**src/rtl/add_pkg.sv**
```systemverilog
// rtl/add_pkg.sv - shared constants, result type and popcount for the add result buffer
package add_pkg;

  localparam int ADD_WIDTH   = 16;
  localparam int ADD_LATENCY = 4;

  typedef logic [ADD_WIDTH:0] add_result_t;

  function automatic int unsigned popcount(input logic [31:0] v);
    int unsigned n;
    n = 0;
    for (int i = 0; i < 32; i++) begin
      n += 32'(v[i]);
    end
    return n;
  endfunction

endpackage

```
**src/rtl/add_result_buffer_if.sv**
```systemverilog
// rtl/add_result_buffer_if.sv - issue/result handshake bundle; stats signals exist only with ADD_RESULT_STATS_EN
interface add_result_buffer_if #(
  parameter int WIDTH = 16,
  parameter int DEPTH = 8
);
  localparam int CW = $clog2(DEPTH) + 1;

  logic             issue_valid;
  logic             issue_ready;
  logic [WIDTH-1:0] S;
  logic             Cout;
  logic             out_valid;
  logic             out_ready;
  logic [WIDTH:0]   out_data;
  logic [CW-1:0]    count;
  logic             overflow;
`ifdef ADD_RESULT_STATS_EN
  logic [31:0]      issued_cnt;
  logic [31:0]      retired_cnt;

  modport master (
    output issue_valid, S, Cout, out_ready,
    input  issue_ready, out_valid, out_data, count, overflow, issued_cnt, retired_cnt
  );
  modport slave (
    input  issue_valid, S, Cout, out_ready,
    output issue_ready, out_valid, out_data, count, overflow, issued_cnt, retired_cnt
  );
`else
  modport master (
    output issue_valid, S, Cout, out_ready,
    input  issue_ready, out_valid, out_data, count, overflow
  );
  modport slave (
    input  issue_valid, S, Cout, out_ready,
    output issue_ready, out_valid, out_data, count, overflow
  );
`endif
endinterface

```
**src/rtl/add_result_fifo.sv**
```systemverilog
// rtl/add_result_fifo.sv - single-clock result FIFO with occupancy count, no read bypass
module add_result_fifo #(
  parameter int DEPTH = 8,
  parameter int DW    = 17
) (
  input  logic                     clk,
  input  logic                     rst_n,
  input  logic                     push,
  input  logic [DW-1:0]            push_data,
  input  logic                     pop,
  output logic [DW-1:0]            head_data,
  output logic [$clog2(DEPTH):0]   count,
  output logic                     full,
  output logic                     empty
);
  localparam int AW = $clog2(DEPTH);

  logic [DW-1:0] mem [DEPTH];
  logic [AW-1:0] wr_ptr;
  logic [AW-1:0] rd_ptr;
  logic          do_push;
  logic          do_pop;

  assign empty   = (count == '0);
  assign full    = (count == (AW+1)'(DEPTH));
  assign do_pop  = pop && !empty;
  // A full FIFO still accepts a push when the head leaves in the same cycle.
  assign do_push = push && (!full || do_pop);

  always_ff @(posedge clk) begin
    if (do_push) begin
      mem[wr_ptr] <= push_data;
    end
  end

  always_ff @(posedge clk or negedge rst_n) begin
    if (!rst_n) begin
      wr_ptr <= '0;
      rd_ptr <= '0;
      count  <= '0;
    end else begin
      if (do_push) wr_ptr <= wr_ptr + 1'b1;
      if (do_pop)  rd_ptr <= rd_ptr + 1'b1;
      count <= count + (AW+1)'(do_push) - (AW+1)'(do_pop);
    end
  end

  assign head_data = empty ? '0 : mem[rd_ptr];

endmodule

```
**src/rtl/add_result_buffer.sv**
```systemverilog
// rtl/add_result_buffer.sv - tracks valid adder issue slots, queues results, grants issue credit
// Optional issue/retire counters enabled by ADD_RESULT_STATS_EN.
module add_result_buffer
  import add_pkg::*;
#(
  parameter int WIDTH   = ADD_WIDTH,
  parameter int LATENCY = ADD_LATENCY,
  parameter int DEPTH   = 8
) (
  input logic               clk,
  input logic               rst_n,
  add_result_buffer_if.slave bus
);
  localparam int CW = $clog2(DEPTH) + 1;

  logic [LATENCY-1:0] vld;
  logic               accept;
  logic               push;
  logic               pop;
  logic [CW-1:0]      fifo_count;
  logic               fifo_full;
  logic               fifo_empty;
  logic [WIDTH:0]     head_data;
  logic [31:0]        outstanding;
  logic               overflow_q;

  assign accept = bus.issue_valid && bus.issue_ready;
  assign push   = vld[LATENCY-1];
  assign pop    = bus.out_ready && !fifo_empty;

  always_ff @(posedge clk or negedge rst_n) begin
    if (!rst_n) begin
      vld <= '0;
    end else begin
      vld <= (vld << 1) | LATENCY'(accept);
    end
  end

  // Credit counts both queued results and those still inside the adder.
  assign outstanding     = 32'(fifo_count) + popcount(32'(vld));
  assign bus.issue_ready = (outstanding < 32'(DEPTH));

  add_result_fifo #(
    .DEPTH (DEPTH),
    .DW    (WIDTH + 1)
  ) u_fifo (
    .clk       (clk),
    .rst_n     (rst_n),
    .push      (push),
    .push_data ({bus.Cout, bus.S}),
    .pop       (pop),
    .head_data (head_data),
    .count     (fifo_count),
    .full      (fifo_full),
    .empty     (fifo_empty)
  );

  always_ff @(posedge clk or negedge rst_n) begin
    if (!rst_n) begin
      overflow_q <= 1'b0;
    end else if (push && fifo_full && !pop) begin
      overflow_q <= 1'b1;
    end
  end

  assign bus.out_valid = !fifo_empty;
  assign bus.out_data  = head_data;
  assign bus.count     = fifo_count;
  assign bus.overflow  = overflow_q;

`ifdef ADD_RESULT_STATS_EN
  logic [31:0] issued_q;
  logic [31:0] retired_q;

  always_ff @(posedge clk or negedge rst_n) begin
    if (!rst_n) begin
      issued_q  <= '0;
      retired_q <= '0;
    end else begin
      if (accept) issued_q  <= issued_q + 1'b1;
      if (pop)    retired_q <= retired_q + 1'b1;
    end
  end

  assign bus.issued_cnt  = issued_q;
  assign bus.retired_cnt = retired_q;
`endif

endmodule

```
**src/flat_wrapper.sv**
```systemverilog
// flat-port wrapper written by rule: the top's interface ports become plain ports
module add_result_buffer_flat import add_pkg::*;
#(
  parameter int WIDTH   = ADD_WIDTH,
  parameter int LATENCY = ADD_LATENCY,
  parameter int DEPTH   = 8
)
  (clk, rst_n, bus_issue_valid, bus_S, bus_Cout, bus_out_ready, bus_issue_ready, bus_out_valid, bus_out_data, bus_count, bus_overflow);
  add_result_buffer_if #(.WIDTH(WIDTH), .DEPTH(DEPTH)) bus_i ();
  input logic clk;
  input logic rst_n;
  input wire logic [$bits(bus_i.issue_valid)-1:0] bus_issue_valid;
  input wire logic [$bits(bus_i.S)-1:0] bus_S;
  input wire logic [$bits(bus_i.Cout)-1:0] bus_Cout;
  input wire logic [$bits(bus_i.out_ready)-1:0] bus_out_ready;
  output wire logic [$bits(bus_i.issue_ready)-1:0] bus_issue_ready;
  output wire logic [$bits(bus_i.out_valid)-1:0] bus_out_valid;
  output wire logic [$bits(bus_i.out_data)-1:0] bus_out_data;
  output wire logic [$bits(bus_i.count)-1:0] bus_count;
  output wire logic [$bits(bus_i.overflow)-1:0] bus_overflow;
  assign bus_i.issue_valid = bus_issue_valid;
  assign bus_i.S = bus_S;
  assign bus_i.Cout = bus_Cout;
  assign bus_i.out_ready = bus_out_ready;
  assign bus_issue_ready = bus_i.issue_ready;
  assign bus_out_valid = bus_i.out_valid;
  assign bus_out_data = bus_i.out_data;
  assign bus_count = bus_i.count;
  assign bus_overflow = bus_i.overflow;
  add_result_buffer #(.WIDTH(WIDTH), .LATENCY(LATENCY), .DEPTH(DEPTH)) u_core (.clk(clk), .rst_n(rst_n), .bus(bus_i));
endmodule
```
**config.mk**
```make
export PLATFORM = sky130hd
export DESIGN_NAME = add_result_buffer_flat
export DESIGN_NICKNAME = d
export VERILOG_FILES = /design/src/rtl/add_pkg.sv /design/src/rtl/add_result_buffer_if.sv /design/src/rtl/add_result_fifo.sv /design/src/rtl/add_result_buffer.sv /design/src/flat_wrapper.sv
export SDC_FILE = /design/constraint.sdc
export NUM_CORES = 1
export LEC_CHECK = 0
export CAP_MARGIN = 20
export CORE_ASPECT_RATIO = 1.5
export CORE_MARGIN = 2
export CORE_UTILIZATION = 51
export DETAILED_ROUTE_END_ITERATION = 8
export GPL_TIMING_DRIVEN = 0
export PLACE_DENSITY = 0.74
export SLEW_MARGIN = 20
export SYNTH_ARGS = -nofsm -noshare
export SYNTH_HDL_FRONTEND = slang
export SYNTH_SLANG_ARGS = --single-unit
```
**constraint.sdc**
```tcl
create_clock -name clk -period 3 [get_ports clk]
set_clock_uncertainty 0.15 [all_clocks]
set_input_delay 0.45 -clock clk [delete_from_list [all_inputs] [get_ports clk]]
set_output_delay 0.45 -clock clk [all_outputs]
set_load 0.02 [all_outputs]
```
==> results of run 1 <==
==> cell usage in the layout (no fill, tap or decap), types with 2 or more instances in the layout <==
master / synthesis / layout
clkdlybuf4s50_1: 0 / 26
nor3_2: 0 / 5
clkbuf_1: 3 / 2
edfxtp_1: 136 / 136
clkbuf_16: 0 / 17
inv_2: 0 / 3
dlygate4sd2_1: 0 / 3
nand2b_1: 2 / 2
clkinv_4: 0 / 2
nand2_1: 2 / 2
xnor2_1: 5 / 5
buf_4: 1 / 10
bufinv_16: 0 / 4
a22o_1: 17 / 17
buf_2: 3 / 13
mux4_2: 34 / 34
clkbuf_2: 0 / 6
buf_6: 4 / 12
o211ai_1: 2 / 2
clkinv_1: 0 / 2
inv_1: 12 / 9
clkinvlp_4: 0 / 4
ha_1: 12 / 10
dfrtp_1: 15 / 15
nor2_2: 0 / 3
==> worst reg2reg max path, cell delays in order, from the launching register on <==
cell and delay (ns):
dfrtp_1 0.35, buf_4 0.14, ha_1 0.15, or3b_1 0.42, o21ai_4 0.34, ha_1 0.26
inv_1 0.05, ha_1 0.27, a21o_1 0.18, a21oi_1 0.18, xor2_1 0.16
==> final timing paths <==
path                                            to  slack, ns  depth (start not counted)
setup reg to reg            u_core.u_fifo.count[3]       0.26                         10
min in group asynchronous            u_core.vld[0]       0.32                          1
hold / removal                       u_core.vld[3]       0.23                          0
setup / recovery                   bus_issue_ready       0.08                          9
hold reg to reg                      u_core.vld[3]       0.23                          0
max in group asynchronous  u_core.u_fifo.rd_ptr[0]       1.93                          1
==> sequential cells by signal, summed over array words and instances, names as in the netlist <==
register	flops
u_core.vld	4
u_core.u_fifo.wr_ptr	3
u_core.bus.overflow	1
u_core.u_fifo.mem	136
u_core.u_fifo.rd_ptr	3
u_core.u_fifo.count	4
==> kinds of logic after synthesis <==
group	after synthesis
DFF	151
muxes	36
AOI/OAI and AO/OA	25
buffers and inverters	23
and+or+nand+nor	21
adders and majority gates	14
xor gates and xnor gates	6
==> stage by stage <==
stage / std cells / util, %
floorplan: 276 / -
global placement: 470 / 57.4
detailed placement: 483 / 58.9
CTS: 516 / 63.8
global route: 518 / 64.0
finish: 518 / 64.0
==> routing by layer <==
| metal | track usage (%) | vias up |
|---|---|---|
| li1 | - | 1298 |
| met2 | 35.6 | 93 |
| met4 | 8.13 | 0 |
| met5 | 0 | - |
| met3 | 5.65 | 15 |
| met1 | 24.2 | 1555 |
==> layout make-up <==
type	count	area (um2)
sequential	151	4460
multi-input combinational	102	1440
clock buffer	19	433
timing repair buffer	60	519
tap	150	188
inverter	12	45.0
fill	777	4130
clock inverter	13	180
buffer	11	82.6
==> power by group <==
| part | total (W) | internal, W | switching, W | leakage (nW) |
|---|---|---|---|---|
| Combinational | 0.00268 | 0.00125 | 0.00142 | 0.874 |
| Sequential | 0.00277 | 0.00259 | 0.000174 | 1.41 |
| Clock | 0.00218 | 0.00139 | 0.000791 | 0.284 |
| Total | 0.00762 | 0.00523 | 0.00239 | 2.57 |
==> timing repair <==
item                                   4_1_cts  5_1_grt
endpoints found under the hold margin        0        0
buffers inserted                             1        2
setup endpoints to repair                   18       14
gates resized for setup                     60       11
==> reports/results.tsv, run 1 <==
stage	metric	value	unit
synthesis	mux contribution to synthesized area	13.2	%
synthesis	synthesized area	0.00595	mm2
outcome	status	completed	
detailed_routing	WL met3	506	um
critical_path	cell mode on critical path	inv_2	
detailed_routing	DR pass1 iterations	4	
timing	final count of hold timing violations	0	
timing	RSZ-0062 raised after global routing	yes	
pwr	total power	0.00762	W
synthesis	distinct cell type count after synthesis	33	
detailed_routing	Detailed Route WL	11.6	mm
clocking	clk buf depth	2	
floorplan	number of core rows	48	
floorplan	Die ar.	0.0126	mm2
run	Max-Cap Viols	0	
clocking	Root Buffer	clkbuf_16	
detailed_routing	Top Layer Used	met4	
timing	Slew @ Worst Pin	0.713	ns
critical_path	Worst path slowest cell	dfrtp_1	
critical_path	crit path kind	reg -> out	
layout	Ant. Diodes	0	
clocking	CTS tree	yes	
pwr	P_leak	2.57	nW
detailed_routing	DR WL/cell	22.4	um
synthesis	Synth Register Bits	151	
synthesis	post-synthesis compound-gate area fraction	3.61	%
critical_path	Worst EP required	2.40	ns
hold_path	HP Start	u_core.vld[2]	
synthesis	Yosys top cell by area	edfxtp_1	
critical_path	worst path bufs/invs	3	
critical_path	CP startpoint kind	flop	
layout	Syn-to-layout area delta	23.4	%
critical_path	CP max stage delay	0.38	ns
timing	Hold WS	0.230	ns
detailed_routing	Metal-1 WL	4.49	mm
grt	initial antenna violation count	0	
floorplan	core area	0.0115	mm2
placed_design	post-DP HPWL	7.79	mm
floorplan	Horiz. Die Dim	92.2	um
critical_path	worst r2r src	u_core.u_fifo.count[3]	
floorplan	I/O Pins	45	
pwr	maximum vdd drop	0.660	mV
synthesis	Cells after Synth	276	
synthesis	Synth top area share	68.6	%
detailed_routing	met2 WL	6.40	mm
critical_path	crit-path cells	ha_1, inv_2, fa_2, inv_2, ha_4, and3b_1, o21a_1, nor3_2, buf_4	
synthesis	xor and xnor area share after synthesis	0.883	%
synthesis	post-synthesis sequential area ratio	74.9	%
synthesis	most frequent cell after synthesis	edfxtp_1	
synthesis	Synth Area in Simple Gates	2.08	%
hold_path	Hold WC Path Type	reg -> reg	
detailed_routing	total number of vias	2961	
synthesis	largest family of logic cells by synthesized area	multiplexers	
synthesis	Syn Nets	311	
detailed_routing	ANT nets after route	0	
grt	first-pass GRT wire length	18.2	mm
clocking	CTS buffer count	17	
grt	Global Route Usage Sum	20.4	%
timing	final setup vio count	0	
placed_design	routability cong.	0.729	
clocking	H-tree Lvls	4	
timing	final worst path period need	2.92	ns
detailed_routing	via/cell ratio	5.72	
synthesis	Post-synth top flop	edfxtp_1	
critical_path	Largest delay share family, worst path	adder cells	
synthesis	Synth Area in Adders	3.19	%
floorplan	Die H	136	um
critical_path	CP max FO	2	
clocking	Reg clk slew, reported paths	0.06	ns
grt	pin count of the biggest net entering global routing	17	
placed_design	IO buf count	44	
timing	Fmax	0.342	GHz
synthesis	Post-synth EDFFs	136	
critical_path	arrival time at the worst endpoint	2.32	ns
synthesis	Synth warnings	0	
timing	max-slew violations	0	
clocking	Worst-Skew Late Latency	0.41	ns
timing	final setup TNS	0	ns
placed_design	dpl cell area	0.00675	mm2
layout	layout cells sized above 1	33.4	%
synthesis	synth top area cells	edfxtp_1, mux4_2, dfrtp_1, ha_1, a22o_1	
critical_path	worst setup path start	u_core.vld[0]	
timing	Tcrit/Tclk final	97.4	%
layout	Design Area, Final	0.00735	mm2
placed_design	worst slack, placed	-0.193	ns
synthesis	Synth top cells by count	edfxtp_1, mux4_2, a22o_1, dfrtp_1	
grt	number of global-route vias before repair	3151	
pwr	PD cells	1040	mW/mm2
timing	final setup margin	0.0779	ns
clocking	cts hold-fix bufs	0	
synthesis	async set or reset register ratio after synthesis	9.93	%
floorplan	Initial Util	51.9	%
critical_path	critical path capture point type	output pin	
detailed_routing	DRT iter0 DRCs	232	
clocking	# clock sinks	151	
synthesis	syn avg cell area	21.6	um2
grt	total gr overflow	0	
detailed_routing	Residual DRC	0	
timing	Rel. slew slack	52.3	%
layout	fin nets	390	
Note: power is estimated with default switching activity, not from simulation.
==> inputs of run 2 (changes only) <==
--- a/config.mk
+++ b/config.mk
@@ -6,12 +6,14 @@
 export NUM_CORES = 1
 export LEC_CHECK = 0
 export CAP_MARGIN = 20
+export CELL_PAD_IN_SITES_DETAIL_PLACEMENT = 0
+export CELL_PAD_IN_SITES_GLOBAL_PLACEMENT = 1
 export CORE_ASPECT_RATIO = 1.5
 export CORE_MARGIN = 2
-export CORE_UTILIZATION = 51
+export CORE_UTILIZATION = 46
 export DETAILED_ROUTE_END_ITERATION = 8
 export GPL_TIMING_DRIVEN = 0
-export PLACE_DENSITY = 0.74
+export PLACE_DENSITY_LB_ADDON = 0.1
 export SLEW_MARGIN = 20
 export SYNTH_ARGS = -nofsm -noshare
 export SYNTH_HDL_FRONTEND = slang
==> reports/results.tsv, run 2 (synthesis gave the netlist of run 1 again) <==
stage	metric	value	unit
detailed_routing	DRT iter0 DRCs	141	
timing	RSZ-0062 raised after global routing	yes	
timing	final setup vio count	0	
critical_path	Worst path slowest cell	dfrtp_1	
critical_path	R2R cell count	10	
run	Max-Cap Viols	0	
timing	final count of hold timing violations	0	
timing	Tcrit/Tclk final	99.0	%
layout	Cell Count, Final, Fillers Out	522	
grt	pin count of the biggest net entering global routing	18	
timing	Rel. slew slack	43.7	%
layout	layout cells sized above 1	32.5	%
critical_path	CP startpoint kind	flop	
hold_path	Hold Path Depth	0	
layout	Ant. Diodes	0	
layout	max reg flops	136	
floorplan	Initial Util	47.3	%
clocking	clk buf depth	2	
clocking	CTS buffer count	17	
layout	Reg with most FFs	u_core.u_fifo.mem	
timing	Slew @ Worst Pin	0.838	ns
pwr	P_leak	2.56	nW
critical_path	CP endpoint	bus_issue_ready	
pwr	switching power	0.00241	W
detailed_routing	DR WL/cell	22.0	um
detailed_routing	Metal-1 WL	4.57	mm
floorplan	number of core rows	50	
layout	top flop regs	u_core.u_fifo.mem: 136 flops, u_core.u_fifo.count: 4 flops, u_core.vld: 4 flops	
clocking	Root Buffer	clkbuf_16	
timing	Fmax	0.337	GHz
timing	final setup margin	0.0288	ns
pwr	PD cells	1040	mW/mm2
layout	fin nets	388	
clocking	CTS tree	yes	
pwr	Sw Ratio	31.5	%
layout	commonest non-fill, non-tap cell in the layout	edfxtp_1	
detailed_routing	met2 WL	6.20	mm
critical_path	worst r2r src	u_core.u_fifo.count[2]	
floorplan	Die H	143	um
critical_path	FF-to-FF setup slack	0.18	ns
clocking	Worst-Skew Late Latency	0.42	ns
critical_path	Worst EP required	2.40	ns
pwr	Internal Power	0.00525	W
grt	first-pass GRT wire length	18.0	mm
detailed_routing	via/cell ratio	5.48	
grt	total gr overflow	0	
placed_design	post-DP HPWL	7.58	mm
critical_path	worst r2r dst	u_core.u_fifo.count[2]	
detailed_routing	ANT nets after route	0	
grt	Global Route Usage Sum	18.0	%
detailed_routing	DR pass1 iterations	4	
detailed_routing	Detailed Route WL	11.5	mm
placed_design	worst slack, placed	-0.168	ns
pwr	clock network fraction of total power	28.6	%
critical_path	CP max stage delay	0.39	ns
critical_path	crit-path cells	ha_1, inv_2, fa_2, inv_2, ha_4, and3b_1, o21a_1, nor3_1, buf_2	
critical_path	critical path capture point type	output pin	
critical_path	CP max FO	2	
critical_path	worst setup path start	u_core.vld[1]	
detailed_routing	WL met3	493	um
clocking	H-tree Lvls	4	
layout	Syn-to-layout area delta	23.5	%
floorplan	Horiz. Die Dim	96.9	um
placed_design	Placed Cells incl. Taps	487	
clocking	Reg clk slew, reported paths	0.06	ns
layout	most frequent cells in the layout	edfxtp_1, mux4_2, clkdlybuf4s50_1	
pwr	maximum vdd drop	0.527	mV
critical_path	crit path kind	reg -> out	
detailed_routing	Top Layer Used	met4	
pwr	Flop pwr share	36.0	%
clocking	# clock sinks	151	
floorplan	Die ar.	0.0139	mm2
floorplan	core area	0.0126	mm2
hold_path	Hold WC Path Type	reg -> reg	
placed_design	routability cong.	0.717	
timing	final worst path period need	2.97	ns
pwr	Comb pwr share	35.4	%
grt	initial antenna violation count	0	
timing	max-slew violations	0	
detailed_routing	Residual DRC	0	
floorplan	I/O Pins	45	
critical_path	arrival time at the worst endpoint	2.37	ns
layout	Fillers	956	
critical_path	cell mode on critical path	inv_2	
grt	number of global-route vias before repair	3194	
outcome	status	completed	
detailed_routing	total number of vias	2862	
placed_design	IO buf count	44	
## run 2: cell types whose count changed in the layout (fill, tap and decap cells not counted), sizes merged
cell and delta:
buf -3, clkdlybuf4s15 +4, clkinv -1, dlygate4sd2 -2
## run 2: through the flow
step                hold slack, ns  total power, W  instance area (um2)  setup TNS [ns]  util [%]
finish                       0.225         0.00766                 7350               0      58.5
global route                 0.249         0.00805                 7350         -0.0400      58.5
CTS                          0.230         0.00768                 7320               0      58.2
detailed placement           0.217         0.00563                 6740           -1.68      53.6
global placement             0.216         0.00552                 6600         -142.30      52.4
floorplan                  0.00441         0.00455                 5960        -0.00601         -
## run 2: timing repair
action / 4_1_cts / 5_1_grt
buffers inserted: 2 / 1
pin swaps: 0 / 0
hold buffers: 0 / 0
endpoints found under the setup margin: 18 / 11
hold endpoints to repair: 0 / 0
resized for setup: 59 / 13
## run 2: cell type report
class                   count  area, um2  area share [%]
plain buffers              11       88.8            1.21
clock buffers              20        437            5.94
clock inverters            12        178            2.42
inverters                  12       45.0           0.612
multi-input cells         102       1450            19.7
flip-flops and latches    151       4460            60.6
well taps                 156        195            2.65
repair buffers             58        503            6.84
## run 2: how the worst min path moves through the flow
stage	start	to	slack, ns
2_1_floorplan	rst_n	u_core.bus.overflow	0.004
3_3_place_gp	u_core.vld[0]	u_core.vld[1]	0.22
3_5_place_dp	u_core.vld[2]	u_core.vld[3]	0.22
4_1_cts	u_core.vld[2]	u_core.vld[3]	0.23
5_1_grt	u_core.vld[0]	u_core.vld[1]	0.25
6_report	u_core.vld[2]	u_core.vld[3]	0.22
## run 2: power by group through the flow
stage | Sequential (W) | Clock (W) | Combinational, W
after floorplan | 0.00280 | 0 | 0.00175
after global placement | 0.00280 | 0 | 0.00272
after detailed placement | 0.00281 | 0 | 0.00282
after CTS | 0.00276 | 0.00223 | 0.00269
after global routing | 0.00279 | 0.00232 | 0.00294
final | 0.00276 | 0.00219 | 0.00271
## run 2: layer usage
metal	GRT usage (%)	vias up
met4	7.64	0
met3	5.30	18
met2	31.0	73
met1	21.3	1483
met5	0	-
li1	-	1288
## run 2: critical path: cells and delay by family (launching register included)
kind | cells | cell delay (ns)
adder cells (fa/ha/maj) | 3 | 0.81
flip-flops | 1 | 0.39
buffers and inverters | 3 | 0.30
AND/OR/NAND/NOR | 2 | 0.28
AO/OA/AOI/OAI | 1 | 0.18
